==> src/rtl/mem_arbiter.sv <==
`default_nettype none
// ============================================================================
// Module   : mem_arbiter
// Brief    : Two-port (instruction/data) arbiter onto a single fixed-latency
//            memory; round-robin on ties, or fixed data priority when
//            MEM_ARB_DPRIO_EN is defined.
// Revision : 1.0 - initial release
// ============================================================================
module mem_arbiter #(
  parameter int LATENCY = 4
) (
  input  logic        clk,
  input  logic        rst,
  input  logic        i_req,
  input  logic [15:0] i_addr,
  output logic        i_grant,
  output logic        i_valid,
  output logic [15:0] i_data,
  input  logic        d_req,
  input  logic        d_wr,
  input  logic [15:0] d_addr,
  input  logic [15:0] d_wdata,
  output logic        d_grant,
  output logic        d_valid,
  output logic [15:0] d_rdata,
  output logic        mem_en,
  output logic        mem_wr,
  output logic [15:0] mem_addr,
  output logic [15:0] mem_wdata,
  input  logic [15:0] mem_rdata,
  output logic        busy
);

  typedef enum logic [1:0] {
    S_IDLE = 2'd0,
    S_BUSY = 2'd1,
    S_DONE = 2'd2
  } state_t;

  localparam logic [3:0] c_last_cnt = 4'(LATENCY - 1);

  state_t      r_state, w_state_nxt;
  logic [3:0]  r_cnt, w_cnt_nxt;
  logic        r_owner_d, w_owner_d_nxt;
  logic        r_wr, w_wr_nxt;
  logic [15:0] w_addr_nxt, w_wdata_nxt;
  logic [15:0] w_i_data_nxt, w_d_rdata_nxt;
  logic        w_pick_d;

`ifdef MEM_ARB_DPRIO_EN
  // Data side wins whenever it asks; no history needed.
  assign w_pick_d = d_req;
`else
  logic r_last_d;
  // On a tie, serve whichever side was not served last.
  assign w_pick_d = d_req && (!i_req || !r_last_d);
`endif

  always_comb begin
    w_state_nxt   = r_state;
    w_cnt_nxt     = r_cnt;
    w_owner_d_nxt = r_owner_d;
    w_wr_nxt      = r_wr;
    w_addr_nxt    = mem_addr;
    w_wdata_nxt   = mem_wdata;
    w_i_data_nxt  = i_data;
    w_d_rdata_nxt = d_rdata;
    case (r_state)
      S_IDLE: begin
        if (i_req || d_req) begin
          w_state_nxt   = S_BUSY;
          w_cnt_nxt     = '0;
          w_owner_d_nxt = w_pick_d;
          w_wr_nxt      = w_pick_d ? d_wr : 1'b0;
          w_addr_nxt    = w_pick_d ? d_addr : i_addr;
          w_wdata_nxt   = w_pick_d ? d_wdata : 16'h0000;
        end
      end
      S_BUSY: begin
        w_cnt_nxt = r_cnt + 4'd1;
        if (r_cnt == c_last_cnt) begin
          w_state_nxt = S_DONE;
          if (!r_owner_d)
            w_i_data_nxt = mem_rdata;
          else if (!r_wr)
            w_d_rdata_nxt = mem_rdata;
        end
      end
      S_DONE: begin
        w_state_nxt = S_IDLE;
      end
      default: begin
        w_state_nxt = S_IDLE;
      end
    endcase
  end

  // Every output is registered from the next-state view so it lines up with the state.
  always_ff @(posedge clk or posedge rst) begin
    if (rst) begin
      r_state   <= S_IDLE;
      r_cnt     <= '0;
      r_owner_d <= 1'b0;
      r_wr      <= 1'b0;
      i_grant   <= 1'b0;
      i_valid   <= 1'b0;
      i_data    <= '0;
      d_grant   <= 1'b0;
      d_valid   <= 1'b0;
      d_rdata   <= '0;
      mem_en    <= 1'b0;
      mem_wr    <= 1'b0;
      mem_addr  <= '0;
      mem_wdata <= '0;
      busy      <= 1'b0;
    end else begin
      r_state   <= w_state_nxt;
      r_cnt     <= w_cnt_nxt;
      r_owner_d <= w_owner_d_nxt;
      r_wr      <= w_wr_nxt;
      i_grant   <= (w_state_nxt != S_IDLE) && !w_owner_d_nxt;
      d_grant   <= (w_state_nxt != S_IDLE) && w_owner_d_nxt;
      i_valid   <= (w_state_nxt == S_DONE) && !w_owner_d_nxt;
      d_valid   <= (w_state_nxt == S_DONE) && w_owner_d_nxt;
      i_data    <= w_i_data_nxt;
      d_rdata   <= w_d_rdata_nxt;
      mem_en    <= (w_state_nxt == S_BUSY);
      mem_wr    <= (w_state_nxt == S_BUSY) && w_wr_nxt;
      mem_addr  <= w_addr_nxt;
      mem_wdata <= w_wdata_nxt;
      busy      <= (w_state_nxt != S_IDLE);
    end
  end

`ifndef MEM_ARB_DPRIO_EN
  always_ff @(posedge clk or posedge rst) begin
    if (rst)
      r_last_d <= 1'b0;
    else if (r_state == S_IDLE && (i_req || d_req))
      r_last_d <= w_pick_d;
  end
`endif

endmodule
`default_nettype wire

==> config.mk <==
export PLATFORM = sky130hd
export DESIGN_NAME = mem_arbiter
export DESIGN_NICKNAME = d
export VERILOG_FILES = /design/src/rtl/mem_arbiter.sv
export SDC_FILE = /design/constraint.sdc
export NUM_CORES = 1
export LEC_CHECK = 0
export CAP_MARGIN = 10
export CORE_UTILIZATION = 46
export DETAILED_ROUTE_END_ITERATION = 10
export HOLD_SLACK_MARGIN = 0.1
export PLACE_DENSITY = 0.95
export SETUP_SLACK_MARGIN = 0.15
export SYNTH_ARGS = -nofsm -noshare
export SYNTH_HDL_FRONTEND = slang
export SYNTH_SLANG_ARGS = --single-unit
==> constraint.sdc <==
create_clock -name clk -period 5.9 [get_ports clk]
set_input_delay 1.77 -clock clk [delete_from_list [all_inputs] [get_ports clk]]
set_output_delay 1.77 -clock clk [all_outputs]
set_load 0.05 [all_outputs]
==> results of run 1 <==
==> through the flow <==
step / instance area (µm²) / hold WS (ns) / power, W / cells / utilization (%)
finish: 4950 / 0.490 / 0.00334 / 491 / 72.1
global route: 4950 / 0.522 / 0.00348 / 491 / 72.1
CTS: 4950 / 0.498 / 0.00336 / 491 / 72.1
detailed placement: 4720 / 0.487 / 0.00290 / 475 / 68.8
global placement: 4720 / 0.449 / 0.00285 / 475 / 68.8
floorplan: 3300 / 0.431 / 0.00227 / 255 / -
==> registers in the layout, indices dropped and copies added, names as in the netlist <==
name       cells
d_rdata       16
i_data        16
mem_addr      16
mem_wdata     16
r_cnt          4
r_state        2
busy           1
d_grant        1
d_valid        1
i_grant        1
i_valid        1
mem_en         1
mem_wr         1
r_last_d       1
r_owner_d      1
r_wr           1
==> kinds of logic (layout without fill, tap and decap cells) <==
family	Yosys count	count (layout)	share of synthesized area (%)
DFF	80	80	60.6
AOI/OAI and AO/OA	62	62	12.8
and+or+nand+nor	56	56	8.44
muxes	35	35	14.0
buffers and inverters	21	161	3.75
adders and majority gates	1	1	0.379
==> layout make-up <==
| type | instances | area (µm²) | share of cell area (%) |
|---|---|---|---|
| Multi-Input combinational cell | 154 | 1180 | 23.8 |
| Inverter | 4 | 16.3 | 0.329 |
| Tap cell | 96 | 120 | 2.43 |
| Timing Repair Buffer | 141 | 1410 | 28.4 |
| Clock buffer | 9 | 124 | 2.50 |
| Sequential cell | 80 | 2000 | 40.4 |
| Clock inverter | 7 | 103 | 2.07 |
==> metal layers <==
metal,up-vias,wire length (µm)
li1,1178,-
met1,1192,3280
met2,129,3780
met3,19,594
met4,0,211
met5,-,0
==> layout by cell type, fill, tap and decap left out, types with 6 or more instances in the layout <==
cell,count
a21oi_1,18
a22o_1,17
a31oi_1,17
clkbuf_8,9
clkdlybuf4s50_1,139
dfrtp_1,80
mux2_2,14
mux2_4,19
nand2_1,34
nor2_1,6
==> where the power goes <==
| group | total, W | internal, W | switching (W) |
|---|---|---|---|
| sequential | 0.000980 | 0.000816 | 0.000164 |
| combinational | 0.00191 | 0.000716 | 0.00119 |
| clock | 0.000449 | 0.000243 | 0.000205 |
==> worst paths after layout <==
check                                      from                  endpoint  slack, ns
max                                       i_req  mem_wdata[3]$_DFFE_PP0P_       2.27
min                        r_cnt[3]$_DFFE_PP0P_      r_cnt[3]$_DFFE_PP0P_       0.49
max reg2reg                r_state[1]$_DFF_PP0_  mem_wdata[3]$_DFFE_PP0P_       4.11
min reg2reg                r_cnt[3]$_DFFE_PP0P_      r_cnt[3]$_DFFE_PP0P_       0.49
max in group asynchronous                   rst  mem_wdata[7]$_DFFE_PP0P_       3.15
min in group asynchronous                   rst  mem_wdata[0]$_DFFE_PP0P_       1.79
==> metrics, run 1 <==
status completed; Final min period 3.63 ns; Synth-to-Final Area Change 49.8%; # resized after CTS 0; slowest stage delay, CP 0.60 ns; DR vias/cell 5.13; Slew @ Worst Pin 0.876 ns; WHS Path Cells 1; initial antenna violation count 0; Setup Viol. Count Final 0; Core Rows 30; worst slack, placed 1.90 ns; Fmax 275 MHz; area share of the largest cell type after synthesis 60.6%; PortBufs 139; Worst EP arrival 3.87 ns; clk sinks 80; critical path depth in cells 4; Setup WS post-layout 2.27 ns; net count of the finished layout 460; Post-synth EDFFs 0; Pre-antenna DRT Iters 4; DR vias 2518; htree depth 3; post-synthesis cell count 255; vias in the first global route 2558; gr busiest metal met2; final hold violation count 0; Inserted Diodes 0; Slowest-stage cell, CP clkdlybuf4s50_1; synthesized flop and latch total 80; met2 GRT Util 35.1%; Root Driver clkbuf_8; top cells by area, synth dfrtp_1 (61%), mux2_4 (8.6%), mux2_2 (4.8%), a22o_1 (4.5%), nand2_1 (3.9%); Tcrit/Tclk final 61.5%; P per Cell Area 674 nW/µm²; Max Slew Vio Count 0; CP bufs+invs 1; Max-cap violations 0; Cell Chain, Critical Path clkdlybuf4s50_1, or2_1, nand2_1, a22o_1; Fin Setup TNS 0 ns; Die X 86.8 µm; Synth cell types 35; Setup crit end kind flip-flop; most common flop cell mapped by yosys dfrtp_1; Core Area 6870 µm²; Max IR drop VDD 0.000312 V; total CTS buffers 9; die area 7530 µm²; Clk Latency, worst-skew pair 0.34 ns; share of layout cells above drive strength 1 15.2%; asr flop ratio synth 100%; Reg2Reg Depth 4; Pleak 2.19 nW; crit path kind input pin to flip-flop; GRT Total Usage 22.1%; DRC violation total after the first TritonRoute iteration 81; grt ovf 0; CP Launch Type input pin; CP required 6.14 ns; clock-pin slew on the worst setup and hold paths 0.09 ns; Worst slew margin 41.3%; top cells by count, synth dfrtp_1 (80), nand2_1 (34), mux2_4 (19); RSZ-0062 raised after global routing false; GP Congestion 0.800; count leader, synth dfrtp_1; syn_area_per_cell 13.0 µm²; cell area after synthesis 3300 µm²; pin count of the biggest net entering global routing 44; worst-case clock buffer depth 2; CTS tree yes; Starting Density 48.1%; post-DR wirelength/cell 16.0 µm; WL final 7.86 mm; DP HPWL 5.60 mm; M3 GR Usage 6.38%; fillers 475; drt drc 0; syn_nets 325; hold crit path type flip-flop to flip-flop; setup bufs post-CTS 0; Setup Skew 0.00725 ns; cell taking the most area after synthesis dfrtp_1; Hold Buf Count CTS 0; num ports 140; CP top delay family simple AND/OR/NAND/NOR gates; critical path peak fanout 18; Seq/Total Area, Yosys 60.6%; Yosys warning count 0; met1 Track Usage GR 27.8%; DRT antenna net count 0; first-pass GRT wire length 12.6 mm; Die Height 86.8 µm
No activity file was read; power rests on OpenSTA's default activity.
==> run 2: changes to the inputs <==
Settings changed: CORE_UTILIZATION 46 to 38, PLACE_DENSITY 0.95 to 0.85.
Clock period 5.9 ns to 3 ns, I/O delays scaled along.
==> run 2 against run 1 <==
  * Hold slack gained 0.0032 ns
  * Non-clock buffer count up 2
  * Clock power is 130% higher
  * Count of clock-buffer cells in the layout stayed put
  * Total power increased by 100%
  * Clock skew increased by 0.0016 ns
  * Final area up 1.6%
  * Sequential cell count unchanged
  * Largest power group unchanged
==> metrics, run 2 (synthesis gave the netlist of run 1 again) <==
status completed (unchanged); Pleak 2.23 nW (was 2.19 nW); first-pass GRT wire length 12.1 mm (was 12.6 mm); htree depth 3 (unchanged); Tcrit/Tclk final 81.0%; Setup Skew 0.00886 ns (was 0.00725 ns); num ports 140 (unchanged); Clk Latency, worst-skew pair 0.34 ns (about the same); Core Area 8300 µm² (was 6870 µm²); CP required 2.10 ns (was 6.14 ns); clock-pin slew on the worst setup and hold paths 0.08 ns (was 0.09 ns); register share of total power 28.7% (was 29.4%); DRC violation total after the first TritonRoute iteration 71 (was 81); M3 GR Usage 5.18% (was 6.38%); Die Height 95.3 µm (was 86.8 µm); # resized after CTS 0 (unchanged); Worst slew margin 59.2% (was 41.3%); initial antenna violation count 0 (unchanged); total power 0.00670 W (was 0.00334 W); Max IR drop VDD 0.000763 V (was 0.000312 V); Slew @ Worst Pin 0.611 ns (was 0.876 ns); CP bufs+invs 1 (unchanged); WL final 7.71 mm (was 7.86 mm); Fmax 411 MHz; Setup Viol. Count Final 0 (unchanged); vias in the first global route 2575 (was 2558); Final min period 2.43 ns; drt drc 0 (unchanged); Starting Density 39.8% (was 48.1%); Worst EP arrival 1.53 ns (was 3.87 ns); CP top delay family buffers and inverters (was simple AND/OR/NAND/NOR gates); Setup crit end kind primary output (was flip-flop); DP HPWL 5.53 mm (was 5.60 mm); RSZ-0062 raised after global routing false (unchanged); Fin Setup TNS 0 ns (unchanged); DR vias 2528 (was 2518); share of layout cells above drive strength 1 15.6% (was 15.2%); commonest non-fill, non-tap cells in the layout clkdlybuf4s50_1 (139), dfrtp_1 (80), nand2_1 (34) (unchanged); final hold violation count 0 (unchanged); Hold Path End r_cnt[3]$_DFFE_PP0P_ (unchanged); Synth-to-Final Area Change 52.3% (was 49.8%); Die X 95.3 µm (was 86.8 µm); post-DR wirelength/cell 15.4 µm (was 16.0 µm); CTS tree yes (unchanged); Inserted Diodes 0 (unchanged); Max Slew Vio Count 0 (unchanged); pin count of the biggest net entering global routing 54 (was 44); crit path kind flip-flop to primary output (was input pin to flip-flop); Max-cap violations 0 (unchanged); worst hold start r_cnt[3]$_DFFE_PP0P_ (unchanged); Reg2Reg Depth 4 (unchanged); gr busiest metal met2 (unchanged); DR vias/cell 5.04 (was 5.13); Pre-antenna DRT Iters 4 (unchanged); GP Congestion 0.777 (was 0.800); Hold Buf Count CTS 0 (unchanged); NetSw 0.00304 W (was 0.00156 W); PortBufs 139 (unchanged); Root Driver clkbuf_8 (unchanged); P per Cell Area 1330 nW/µm² (was 674 nW/µm²); met2 GRT Util 28.8% (was 35.1%); CP Launch Type flip-flop (was input pin); hold crit path type flip-flop to flip-flop (unchanged); slowest stage delay, CP 0.81 ns (was 0.60 ns); R2R Setup Slk 1.22 ns (was 4.11 ns); total CTS buffers 9 (unchanged); internal power 0.00366 W (was 0.00177 W); met1 Track Usage GR 21.5% (was 27.8%); Slowest-stage cell, CP clkdlybuf4s50_1 (unchanged); setup bufs post-CTS 0 (unchanged); commonest non-fill, non-tap cell in the layout clkdlybuf4s50_1 (unchanged); Core Rows 33 (was 30); Clock Power Share 15.4% (was 13.4%); DRT antenna net count 0 (unchanged); net count of the finished layout 462 (was 460); clk sinks 80 (unchanged); grt ovf 0 (unchanged); worst-case clock buffer depth 2 (unchanged); WHS Path Cells 1 (unchanged); Cell Chain, Critical Path clkdlybuf4s50_1 (was clkdlybuf4s50_1, or2_1, nand2_1, a22o_1); Gate power share 55.9% (was 57.2%); GRT Total Usage 17.4% (was 22.1%); R2R Path Start r_cnt[0]$_DFFE_PP0P_ (was r_state[1]$_DFF_PP0_); critical path peak fanout 2 (was 18); switching share of total power 45.4% (was 46.8%); reg2reg end i_data[8]$_DFFE_PP0P_ (was mem_wdata[3]$_DFFE_PP0P_); critical path depth in cells 1 (was 4); die area 9070 µm² (was 7530 µm²)
==> run 2: layout make-up <==
type	instances	area, µm²
multi-input combinational	154	1180
fill	643	3270
timing repair buffer	143	1430
clock inverter	7	143
clock buffer	9	124
tap	105	131
sequential	80	2000
inverter	4	18.8
==> run 2: how the worst max path moves through the flow <==
stage / to / from / slack [ns]
after global placement: r_cnt[0]$_DFFE_PP0P_ / i_req / 0.59
after detailed placement: mem_addr[3]$_DFFE_PP0P_ / i_req / 0.50
after floorplan: mem_wdata[0]$_DFFE_PP0P_ / i_req / 1.05
after CTS: mem_wdata[9] / mem_wdata[9]$_DFFE_PP0P_ / 0.55
final: mem_addr[13] / mem_addr[13]$_DFFE_PP0P_ / 0.57
after global routing: mem_wdata[5] / mem_wdata[5]$_DFFE_PP0P_ / 0.51
==> run 2: per-layer routing <==
layer  vias to the layer above  part of all wire [%]
li1                       1178                     -
met1                      1238                    42
met2                       103                    49
met3                         9                   7.9
met4                         0                   1.2
met5                         -                     0
==> run 2: through the flow <==
step           util, %  area (µm²)  cells  hold WS (ns)  worst slack (ns)
2_1_floorplan        -        3310    255         0.431              1.05
3_3_place_gp      57.4        4760    486         0.453             0.590
3_5_place_dp      57.4        4760    486         0.485             0.502
4_1_cts           60.6        5030    502         0.496             0.551
5_1_grt           60.6        5030    502         0.524             0.510
6_report          60.6        5030    502         0.493             0.569
==> run 2: power by group through the flow <==
stage / registers (W) / logic [W] / clock network (W)
global placement: 0.00192 / 0.00370 / 0
finish: 0.00193 / 0.00375 / 0.00103
floorplan: 0.00353 / 0.000941 / 0
CTS: 0.00193 / 0.00377 / 0.00105
detailed placement: 0.00194 / 0.00376 / 0
global route: 0.00199 / 0.00393 / 0.00109
